**src/rtl/relay_link_arbiter.sv**
```systemverilog
// relay_link_arbiter: grants the half-duplex relay link to reader side (A) or tag side (B) with turnaround guard and watchdog
module relay_link_arbiter #(
  parameter int GUARD_CYCLES     = 16,
  parameter int MAX_FRAME_CYCLES = 4096,
  parameter int CNT_W            = 13
) (
  input  logic       clk,
  input  logic       reset,
  input  logic       req_a,
  input  logic       req_b,
  input  logic       frame_done,
  input  logic [2:0] mode_req,
  output logic       gnt_a,
  output logic       gnt_b,
  output logic       enc_en,
  output logic       dec_en,
  output logic [2:0] mode_active,
  output logic       abort,
  output logic       busy
);
  typedef enum logic [1:0] {IDLE, GRANT_A, GRANT_B, GUARD} state_t;
  localparam logic [CNT_W-1:0] WD_LAST = CNT_W'(MAX_FRAME_CYCLES - 1);
  localparam logic [CNT_W-1:0] GD_LAST = CNT_W'(GUARD_CYCLES - 1);
  localparam logic [CNT_W-1:0] CNT_MAX = '1;
  state_t state_q, state_d;
  logic [CNT_W-1:0] wd_q, wd_d, gd_q, gd_d;
  logic last_b_q, last_b_d;
  logic req_a_q, req_b_q;
  logic [2:0] mode_q, mode_d;
  logic gnt_a_q, gnt_b_q, dec_en_q, busy_q, abort_q, abort_d;
  logic own_req, wd_exp, entering;
  // requests are registered first, so arbitration sees them one edge after sampling
  always_comb begin
    state_d  = state_q;
    last_b_d = last_b_q;
    mode_d   = mode_q;
    abort_d  = 1'b0;
    own_req  = (state_q == GRANT_A) ? req_a_q : req_b_q;
    wd_exp   = wd_q == WD_LAST;
    case (state_q)
      IDLE: begin
        mode_d = mode_req;
        if (req_a_q && (!req_b_q || last_b_q)) begin
          state_d  = GRANT_A;
          last_b_d = 1'b0;
        end else if (req_b_q) begin
          state_d  = GRANT_B;
          last_b_d = 1'b1;
        end
      end
      GRANT_A, GRANT_B: begin
        if (frame_done || !own_req || wd_exp) begin
          state_d = GUARD;
          abort_d = wd_exp && !frame_done && own_req;
        end
      end
      default: state_d = (gd_q == GD_LAST) ? IDLE : GUARD;
    endcase
    entering = state_d != state_q;
    wd_d     = entering ? '0 : (wd_q == CNT_MAX) ? wd_q : wd_q + 1'b1;
    gd_d     = entering ? '0 : (gd_q == CNT_MAX) ? gd_q : gd_q + 1'b1;
  end
  always_ff @(posedge clk or negedge reset) begin
    if (!reset) begin
      state_q  <= IDLE;
      wd_q     <= '0;
      gd_q     <= '0;
      last_b_q <= 1'b1;
      req_a_q  <= 1'b0;
      req_b_q  <= 1'b0;
      mode_q   <= 3'b000;
      gnt_a_q  <= 1'b0;
      gnt_b_q  <= 1'b0;
      dec_en_q <= 1'b1;
      busy_q   <= 1'b0;
      abort_q  <= 1'b0;
    end else begin
      state_q  <= state_d;
      wd_q     <= wd_d;
      gd_q     <= gd_d;
      last_b_q <= last_b_d;
      req_a_q  <= req_a;
      req_b_q  <= req_b;
      mode_q   <= mode_d;
      gnt_a_q  <= state_d == GRANT_A;
      gnt_b_q  <= state_d == GRANT_B;
      dec_en_q <= state_d == IDLE;
      busy_q   <= state_d != IDLE;
      abort_q  <= abort_d;
    end
  end
  assign gnt_a       = gnt_a_q;
  assign gnt_b       = gnt_b_q;
  assign enc_en      = gnt_a_q | gnt_b_q;
  assign dec_en      = dec_en_q;
  assign busy        = busy_q;
  assign abort       = abort_q;
  assign mode_active = mode_q;
endmodule

```
**config.mk**
```make
export PLATFORM = sky130hd
export DESIGN_NAME = relay_link_arbiter
export DESIGN_NICKNAME = d
export VERILOG_FILES = /design/src/rtl/relay_link_arbiter.sv
export SDC_FILE = /design/constraint.sdc
export NUM_CORES = 1
export LEC_CHECK = 0
export ABC_AREA = 1
export CORE_UTILIZATION = 62
export DETAILED_ROUTE_END_ITERATION = 8
export GPL_ROUTABILITY_DRIVEN = 0
export GPL_TIMING_DRIVEN = 0
export PLACE_DENSITY = 0.84
export RECOVER_POWER = 100
export SLEW_MARGIN = 20
export SYNTH_ARGS = -nofsm -noshare
export SYNTH_HDL_FRONTEND = slang
export SYNTH_SLANG_ARGS = --single-unit
```
**constraint.sdc**
```tcl
create_clock -name clk -period 4.1 [get_ports clk]
set_input_delay 0.41 -clock clk [delete_from_list [all_inputs] [get_ports clk]]
set_output_delay 0.41 -clock clk [all_outputs]
set_load 0.05 [all_outputs]
```
==> results of run 1 <==
==> metrics by stage <==
stage | std cells | instance area (um2) | util (%)
finish | 304 | 2320 | 69.4
global route | 304 | 2320 | 69.4
CTS | 304 | 2500 | 74.8
detailed placement | 296 | 2410 | 72.2
global placement | 295 | 2390 | 71.5
floorplan | 233 | 2170 | -
==> per-layer routing <==
layer  routed length (um)  track usage, %  share of wire, %
met1                 1610            25.5                46
met2                 1750            38.0                50
met3                  117            4.41               3.3
met4                   38            6.82               1.1
met5                    0               0                 0
==> power by group through the flow <==
stage,registers [mW],clock network [mW],logic [mW]
finish,0.481,0.266,0.662
global route,0.488,0.290,0.727
CTS,0.482,0.270,0.837
detailed placement,0.490,0,0.835
global placement,0.488,0,0.808
floorplan,0.578,0,0.577
==> Yosys cell counts, drive strengths merged <==
cell / number / area, um2
a21oi: 3 / 15.0
nor3: 3 / 25.0
nand3: 17 / 100
buf: 2 / 40.0
ha: 5 / 62.6
a31oi: 1 / 6.26
xnor2: 1 / 8.76
dfstp: 2 / 52.6
nor2: 49 / 342
mux2: 4 / 45.0
or2: 1 / 6.26
o21ai: 6 / 30.0
nor2b: 1 / 6.26
o211ai: 1 / 7.51
o21bai: 2 / 15.0
dfrtp: 37 / 926
nand4: 7 / 50.1
clkbuf: 1 / 3.75
nand2: 44 / 195
xor2: 11 / 96.3
a31o: 1 / 8.76
inv: 34 / 128
==> registers in the layout, summed over array words and instances (netlist names) <==
register / count
last_b_q: 1
busy: 1
gd_q: 13
wd_q: 13
dec_en: 1
abort: 1
req_b_q: 1
state_q: 2
req_a_q: 1
gnt_a: 1
mode_active: 3
gnt_b: 1
==> how the worst max path moves through the flow <==
stage                     cells past startpoint       end
after CTS                                     2    enc_en
after detailed placement                     12   wd_q[8]
after global routing                         14  gd_q[11]
after global placement                        1   gd_q[6]
after floorplan                              14   wd_q[3]
final                                        14   wd_q[3]
==> final cells by class <==
cell class,count,share of cell area (%)
Buffer,3,1.89
Clock buffer,6,2.22
Clock inverter,2,1.51
Inverter,34,5.51
Multi-Input combinational cell,157,37.3
Sequential cell,39,42.2
Tap cell,46,2.49
Timing Repair Buffer,17,6.81
==> cell usage in the layout, fill, tap and decap left out, types with 3 or more instances in the layout <==
cell                              Yosys  final
sky130_fd_sc_hd__a21oi_1              3      3
sky130_fd_sc_hd__clkbuf_1             1      3
sky130_fd_sc_hd__clkbuf_4             0      5
sky130_fd_sc_hd__clkdlybuf4s50_1      0      4
sky130_fd_sc_hd__dfrtp_1             37     37
sky130_fd_sc_hd__dlygate4sd3_1        0     11
sky130_fd_sc_hd__ha_1                 5      5
sky130_fd_sc_hd__inv_1               31     31
sky130_fd_sc_hd__mux2_2               4      4
sky130_fd_sc_hd__nand2_1             38     40
sky130_fd_sc_hd__nand3_1             14     15
sky130_fd_sc_hd__nand4_1              6      6
sky130_fd_sc_hd__nor2_1              28     46
sky130_fd_sc_hd__nor2_4              21      3
sky130_fd_sc_hd__o21ai_0              5      5
sky130_fd_sc_hd__xor2_1              11     11
==> cell families (layout without fill, tap and decap cells) <==
| family | after synthesis | count (layout) | share of synthesized area, % |
|---|---|---|---|
| simple gates | 122 | 122 | 33.4 |
| flops | 39 | 39 | 45.1 |
| buf+inv | 37 | 62 | 7.90 |
| compound gates | 14 | 14 | 3.81 |
| xor+xnor | 12 | 12 | 4.84 |
| fa+ha+maj | 5 | 5 | 2.88 |
| mux | 4 | 4 | 2.08 |
==> reports/summary.log, run 1 <==
qor: power_and_ir_drop.p_total 1.41 mW
qor: critical_path.critPathMostFrequentCell sky130_fd_sc_hd__nand2_1
qor: drt.detailedRoute.firstIterationViolations 46
qor: run.cap_viol_max_count 0
qor: timing.timing.fmax 410 MHz
qor: clocking.cts_tree built
qor: timing.finalWorstPathRequiredPeriod 2.44 ns
qor: critical_path.r2r_slack 1.66 ns
qor: timing.timing_hold_violations_final 0
qor: timing.finalSetupViolations 0
qor: power_and_ir_drop.leakage_power 1.08 nW
qor: critical_path.path_cells inv_1 -> ha_1 -> nor2_1 -> nor3_1 -> nand3_1 -> nand2_1 -> nand3_1 -> nand2_1 -> nand2_1 -> nand2_1 -> clkinv_1 -> nand2_1 -> buf_12 -> nor2_1
qor: timing.setup_skew_after_layout 0.00899 ns
qor: clocking.cts.root.buffer_cell sky130_fd_sc_hd__clkbuf_4
qor: finish.multi_input_comb_area 865 um2
qor: timing.fin_worst_setup_slack 1.66 ns
qor: synthesis.syn_inst 233
qor: synthesis.yosys_warnings 0
qor: timing.holdWs 0.169 ns
qor: finish.layout-drive-gt1-share 12.0%
qor: clocking.clock_tree.buffer_depth 2
qor: finish.layout.nets 270
qor: timing.fin_setup_tns 0 ns
qor: floorplan.row_count 21
qor: global_routing.grt_first_pass_wirelength 5830 um
qor: synthesis.cell_area_after_technology_mapping 2170 um2
qor: finish.area_growth_syn_to_layout 6.75%
qor: critical_path.cp_slowest_cell sky130_fd_sc_hd__dfrtp_1
qor: synthesis.synth_fp_nets 246
qor: power_and_ir_drop.power.share.combinational 47.0%
qor: drt.first_pass_iters 4
qor: power_and_ir_drop.max-vdd-ir-drop 0.409 mV
qor: synthesis.register_area_share_after_synthesis 45.1%
qor: global_routing.vias_in_the_first_global_route 1433
qor: critical_path.rr_worst_depth 14
qor: finish.sequential_cell_area 978 um2
qor: power_and_ir_drop.power.sequential.fraction 34.1%
qor: synthesis.post_synth_num_cell_types 30
qor: outcome.run_status finished, final reports clean
qor: drt.route.detailed.wl_per_inst 11.6 um
qor: clocking.clkLatencyLatePin 0.34 ns
qor: clocking.cts.hold.buffers_added 0
qor: clocking.cts.repair_timing.setup_buffer_count 0
qor: critical_path.reg2reg_end wd_q[3]
qor: drt.vias 1534
qor: clocking.cts_num_sinks 39
qor: finish.final.fill_count 253
qor: critical_path.rr_startpoint state_q[1]
qor: critical_path.setup.worst_path.end_class flop
qor: power_and_ir_drop.power_switching_share 40.8%
qor: global_routing.grt_use_total 21.3%
qor: critical_path.critical_path_buf_inv_count 3
qor: timing.slew_viol_final 0
qor: critical_path.timing_startpoint_of_the_critical_path state_q[1]
qor: timing.period_share 59.5%
qor: drt.route.antenna.remaining_nets 0
qor: hold_path.worstHoldPathType primary input to async pin
qor: critical_path.crit_family simple AND/OR/NAND/NOR gates
qor: timing.worstMarginPinSlew 1.08 ns
qor: power_and_ir_drop.power_density 609 nW/um2
qor: critical_path.arrival 2.68 ns
qor: synthesis.postSynthRegisterBits 39
qor: finish.n_diodes 0
qor: power_and_ir_drop.power_report.internal_total 835 uW
qor: placed_design.detailedPlacementHpwl 2620 um
qor: power_and_ir_drop.net-switching-power 575 uW
qor: clocking.numCtsBuffers 5
qor: drt.route.detailed.vias_per_inst 5.05
qor: global_routing.grt-ovfl-total 0
qor: global_routing.antenna_found_initial 0
qor: global_routing.pin_count_of_the_biggest_net_entering_global_routing 22
qor: drt.drc 0
qor: timing.maxSlewHeadroom 28.3%
qor: placed_design.dp_slack 1.93 ns
qor: floorplan.die_extent_in_y 61.2 um
qor: clocking.htree_levels 2
qor: critical_path.crit_path_max_fanout 10
qor: power_and_ir_drop.clock_power_share 18.9%
qor: floorplan.num_io_pins 17
qor: floorplan.fp.dieArea 3740 um2
qor: clocking.cts_clk_pin_slew_worst_paths 0.12 ns
qor: drt.wl 3520 um
qor: critical_path.timing.critical_path.slowest_cell_delay 0.44 ns
qor: critical_path.critPathRequiredTime 4.34 ns
qor: floorplan.starting_density_of_the_core 65.0%
qor: floorplan.fp.coreArea 3340 um2
qor: critical_path.critPathKind flop to flop
qor: synthesis.syn_area_per_cell 9.31 um2
qor: timing.setup_repair_after_global_routing_missed_its_margin no
qor: critical_path.startpoint_type flop
qor: floorplan.floorplan.die.width 61.2 um
qor: placed_design.portBuffers 16
qor: clocking.cts_resized 0
Power figures use the tool's default switching activity.
==> run 2: changes to the inputs <==
--- a/config.mk
+++ b/config.mk
@@ -6,11 +6,11 @@
 export NUM_CORES = 1
 export LEC_CHECK = 0
 export ABC_AREA = 1
-export CORE_UTILIZATION = 62
+export CORE_UTILIZATION = 52
 export DETAILED_ROUTE_END_ITERATION = 8
 export GPL_ROUTABILITY_DRIVEN = 0
 export GPL_TIMING_DRIVEN = 0
-export PLACE_DENSITY = 0.84
+export PLACE_DENSITY = 0.75
 export RECOVER_POWER = 100
 export SLEW_MARGIN = 20
 export SYNTH_ARGS = -nofsm -noshare
==> constraint.sdc (replaced) <==
create_clock -name clk -period 2.1 [get_ports clk]
set_input_delay 0.21 -clock clk [delete_from_list [all_inputs] [get_ports clk]]
set_output_delay 0.21 -clock clk [all_outputs]
set_load 0.05 [all_outputs]
==> reports/summary.log, run 2 (same netlist as run 1, synthesis figures left out) <==
qor: global_routing.grt_first_pass_wirelength 5610 um
qor: clocking.cts_clk_pin_slew_worst_paths 0.07 ns
qor: critical_path.critPathRequiredTime 2.28 ns
qor: placed_design.portBuffers 16
qor: critical_path.reg2reg_end wd_q[4]
qor: clocking.cts_tree built
qor: clocking.htree_levels 2
qor: floorplan.num_io_pins 17
qor: drt.wl 3840 um
qor: critical_path.setup.worst_path.end_class flop
qor: critical_path.crit_path_max_fanout 5
qor: finish.n_diodes 0
qor: critical_path.arrival 2.16 ns
qor: timing.period_share 94.5%
qor: drt.vias 1587
qor: critical_path.rr_worst_depth 15
qor: clocking.cts.root.buffer_cell sky130_fd_sc_hd__clkbuf_8
qor: global_routing.grt_use_total 17.5%
qor: floorplan.starting_density_of_the_core 54.2%
qor: finish.final.fill_count 309
qor: outcome.run_status finished, final reports clean
qor: finish.area_growth_syn_to_layout 21.6%
qor: run.cap_viol_max_count 0
qor: power_and_ir_drop.leakage_power 1.14 nW
qor: critical_path.startpoint_type flop
qor: power_and_ir_drop.clock_power_share 15.1%
qor: global_routing.grt-ovfl-total 0
qor: timing.finalWorstPathRequiredPeriod 1.98 ns
qor: power_and_ir_drop.power_density 1370 nW/um2
qor: critical_path.cp_slowest_cell sky130_fd_sc_hd__dfrtp_1
qor: power_and_ir_drop.net-switching-power 1.57 mW
qor: critical_path.rr_startpoint state_q[1]
qor: drt.route.detailed.wl_per_inst 12.1 um
qor: floorplan.fp.coreArea 4000 um2
qor: timing.finalSetupViolations 0
qor: critical_path.path_cells inv_2 -> ha_4 -> inv_2 -> nor2_2 -> nor3_4 -> nand3_2 -> nand2_1 -> nand2_1 -> nand2_2 -> nand2_4 -> nand2_2 -> nand2_4 -> nand2_8 -> clkbuf_16 -> nor2_4
qor: floorplan.die_extent_in_y 66.6 um
qor: global_routing.pin_count_of_the_biggest_net_entering_global_routing 23
qor: drt.drc 0
qor: power_and_ir_drop.power.share.combinational 58.7%
qor: placed_design.dp.cells 300
qor: finish.stdcell_count 316
qor: finish.mostFrequentLayoutCells 37 x sky130_fd_sc_hd__nand2_1, 37 x sky130_fd_sc_hd__dfrtp_1, 29 x sky130_fd_sc_hd__inv_1
qor: drt.detailedRoute.firstIterationViolations 62
qor: critical_path.r2r_slack 0.12 ns
qor: floorplan.floorplan.die.width 66.6 um
qor: timing.slew_viol_final 0
qor: timing.timing.fmax 504 MHz
qor: hold_path.worstHoldPathType primary input to flop
qor: hold_path.worstHoldPathCells 1
qor: power_and_ir_drop.power_report.internal_total 2.06 mW
qor: finish.fin_area 2640 um2
qor: timing.setup_skew_after_layout 0.0127 ns
qor: timing.worstMarginPinSlew 0.906 ns
qor: critical_path.critPathKind flop to flop
qor: clocking.clkLatencyLatePin 0.29 ns
qor: global_routing.antenna_found_initial 0
qor: critical_path.timing.critical_path.slowest_cell_delay 0.43 ns
qor: placed_design.detailedPlacementHpwl 2460 um
qor: floorplan.fp.dieArea 4430 um2
qor: drt.route.detailed.vias_per_inst 5.02
qor: drt.route.antenna.remaining_nets 0
qor: finish.layout-drive-gt1-share 25.6%
qor: hold_path.hold_path_startpoint req_a
qor: clocking.cts_num_sinks 39
qor: drt.first_pass_iters 6
qor: timing.timing_hold_violations_final 0
qor: power_and_ir_drop.power_switching_share 43.2%
qor: clocking.clock_tree.buffer_depth 2
qor: power_and_ir_drop.power.sequential.fraction 26.2%
qor: global_routing.vias_in_the_first_global_route 1331
qor: timing.maxSlewHeadroom 39.6%
qor: placed_design.detailed_place.area 2410 um2
qor: finish.layout.nets 278
qor: floorplan.row_count 23
qor: hold_path.min_to req_a_q
qor: power_and_ir_drop.max-vdd-ir-drop 0.708 mV
qor: clocking.numCtsBuffers 5
## run 2: changes by cell type in the layout (fill, tap and decap cells not counted), moves of 5 or more
cell | before | now
sky130_fd_sc_hd__buf_4 | 0 | 5
sky130_fd_sc_hd__clkbuf_4 | 5 | 0
sky130_fd_sc_hd__clkbuf_8 | 1 | 7
sky130_fd_sc_hd__clkdlybuf4s50_1 | 4 | 13
sky130_fd_sc_hd__dlygate4sd3_1 | 11 | 3
sky130_fd_sc_hd__nor2_1 | 46 | 27
sky130_fd_sc_hd__nor2_4 | 3 | 21
## run 2: layer usage
metal | part of all wire (%) | global-route usage (%)
met4 | 1.6 | 7.98
met3 | 5.0 | 5.65
met1 | 41 | 20.9
met2 | 52 | 28.4
met5 | 0 | 0
## run 2: through the flow
step	worst slack, ns	setup TNS [ns]	utilization, %	total power [mW]	hold WS [ns]
CTS	0.0297	0	63.1	3.13	0.366
global placement	-0.0953	-3.48	59.8	2.54	0.487
finish	0.116	0	66.0	3.62	0.482
floorplan	0.288	0	-	2.25	-0.0856
detailed placement	0.0234	0	60.4	2.58	0.176
global route	-0.0255	-0.148	66.0	3.83	0.469
## run 2: how the worst max path moves through the flow
stage / to / cells after the start / from / slack [ns]
2_1_floorplan: wd_q[3] / 14 / state_q[1] / 0.29
3_3_place_gp: wd_q[4] / 1 / reset / -0.1
3_5_place_dp: wd_q[8] / 14 / state_q[1] / 0.02
4_1_cts: wd_q[8] / 15 / state_q[1] / 0.03
5_1_grt: gd_q[9] / 11 / gd_q[0] / -0.03
6_report: wd_q[4] / 15 / state_q[1] / 0.12
## run 2: power groups by stage
stage / logic [mW] / clock network [mW] / registers, mW
global route: 2.27 / 0.596 / 0.962
global placement: 1.58 / 0 / 0.954
floorplan: 1.13 / 0 / 1.13
detailed placement: 1.62 / 0 / 0.957
finish: 2.13 / 0.546 / 0.948
CTS: 1.62 / 0.561 / 0.947
## run 2: critical path: cells and delay by family, from the launching register on
family	cells	cell delay, ns
and+or+nand+nor	11	0.99
buffers and inverters	3	0.30
DFF	1	0.43
adders and majority gates	1	0.17
## run 2: area by class of cell
| type | instances | area [um2] | area share, % |
|---|---|---|---|
| buffer | 2 | 40.0 | 1.52 |
| timing repair buffer | 25 | 256 | 9.72 |
| sequential | 39 | 978 | 37.1 |
| multi-input combinational | 158 | 1070 | 40.7 |
| clock buffer | 8 | 100 | 3.79 |
| inverter | 34 | 128 | 4.84 |
| tap | 50 | 62.6 | 2.37 |
## run 2: timing repair
action	4_1_cts	5_1_grt
gates resized for setup	1	9
buffers inserted	0	5
hold buffers	1	0
hold endpoints to repair	15	0
pin swaps	0	8
endpoints found under the setup margin	1	20
gates cloned	0	3
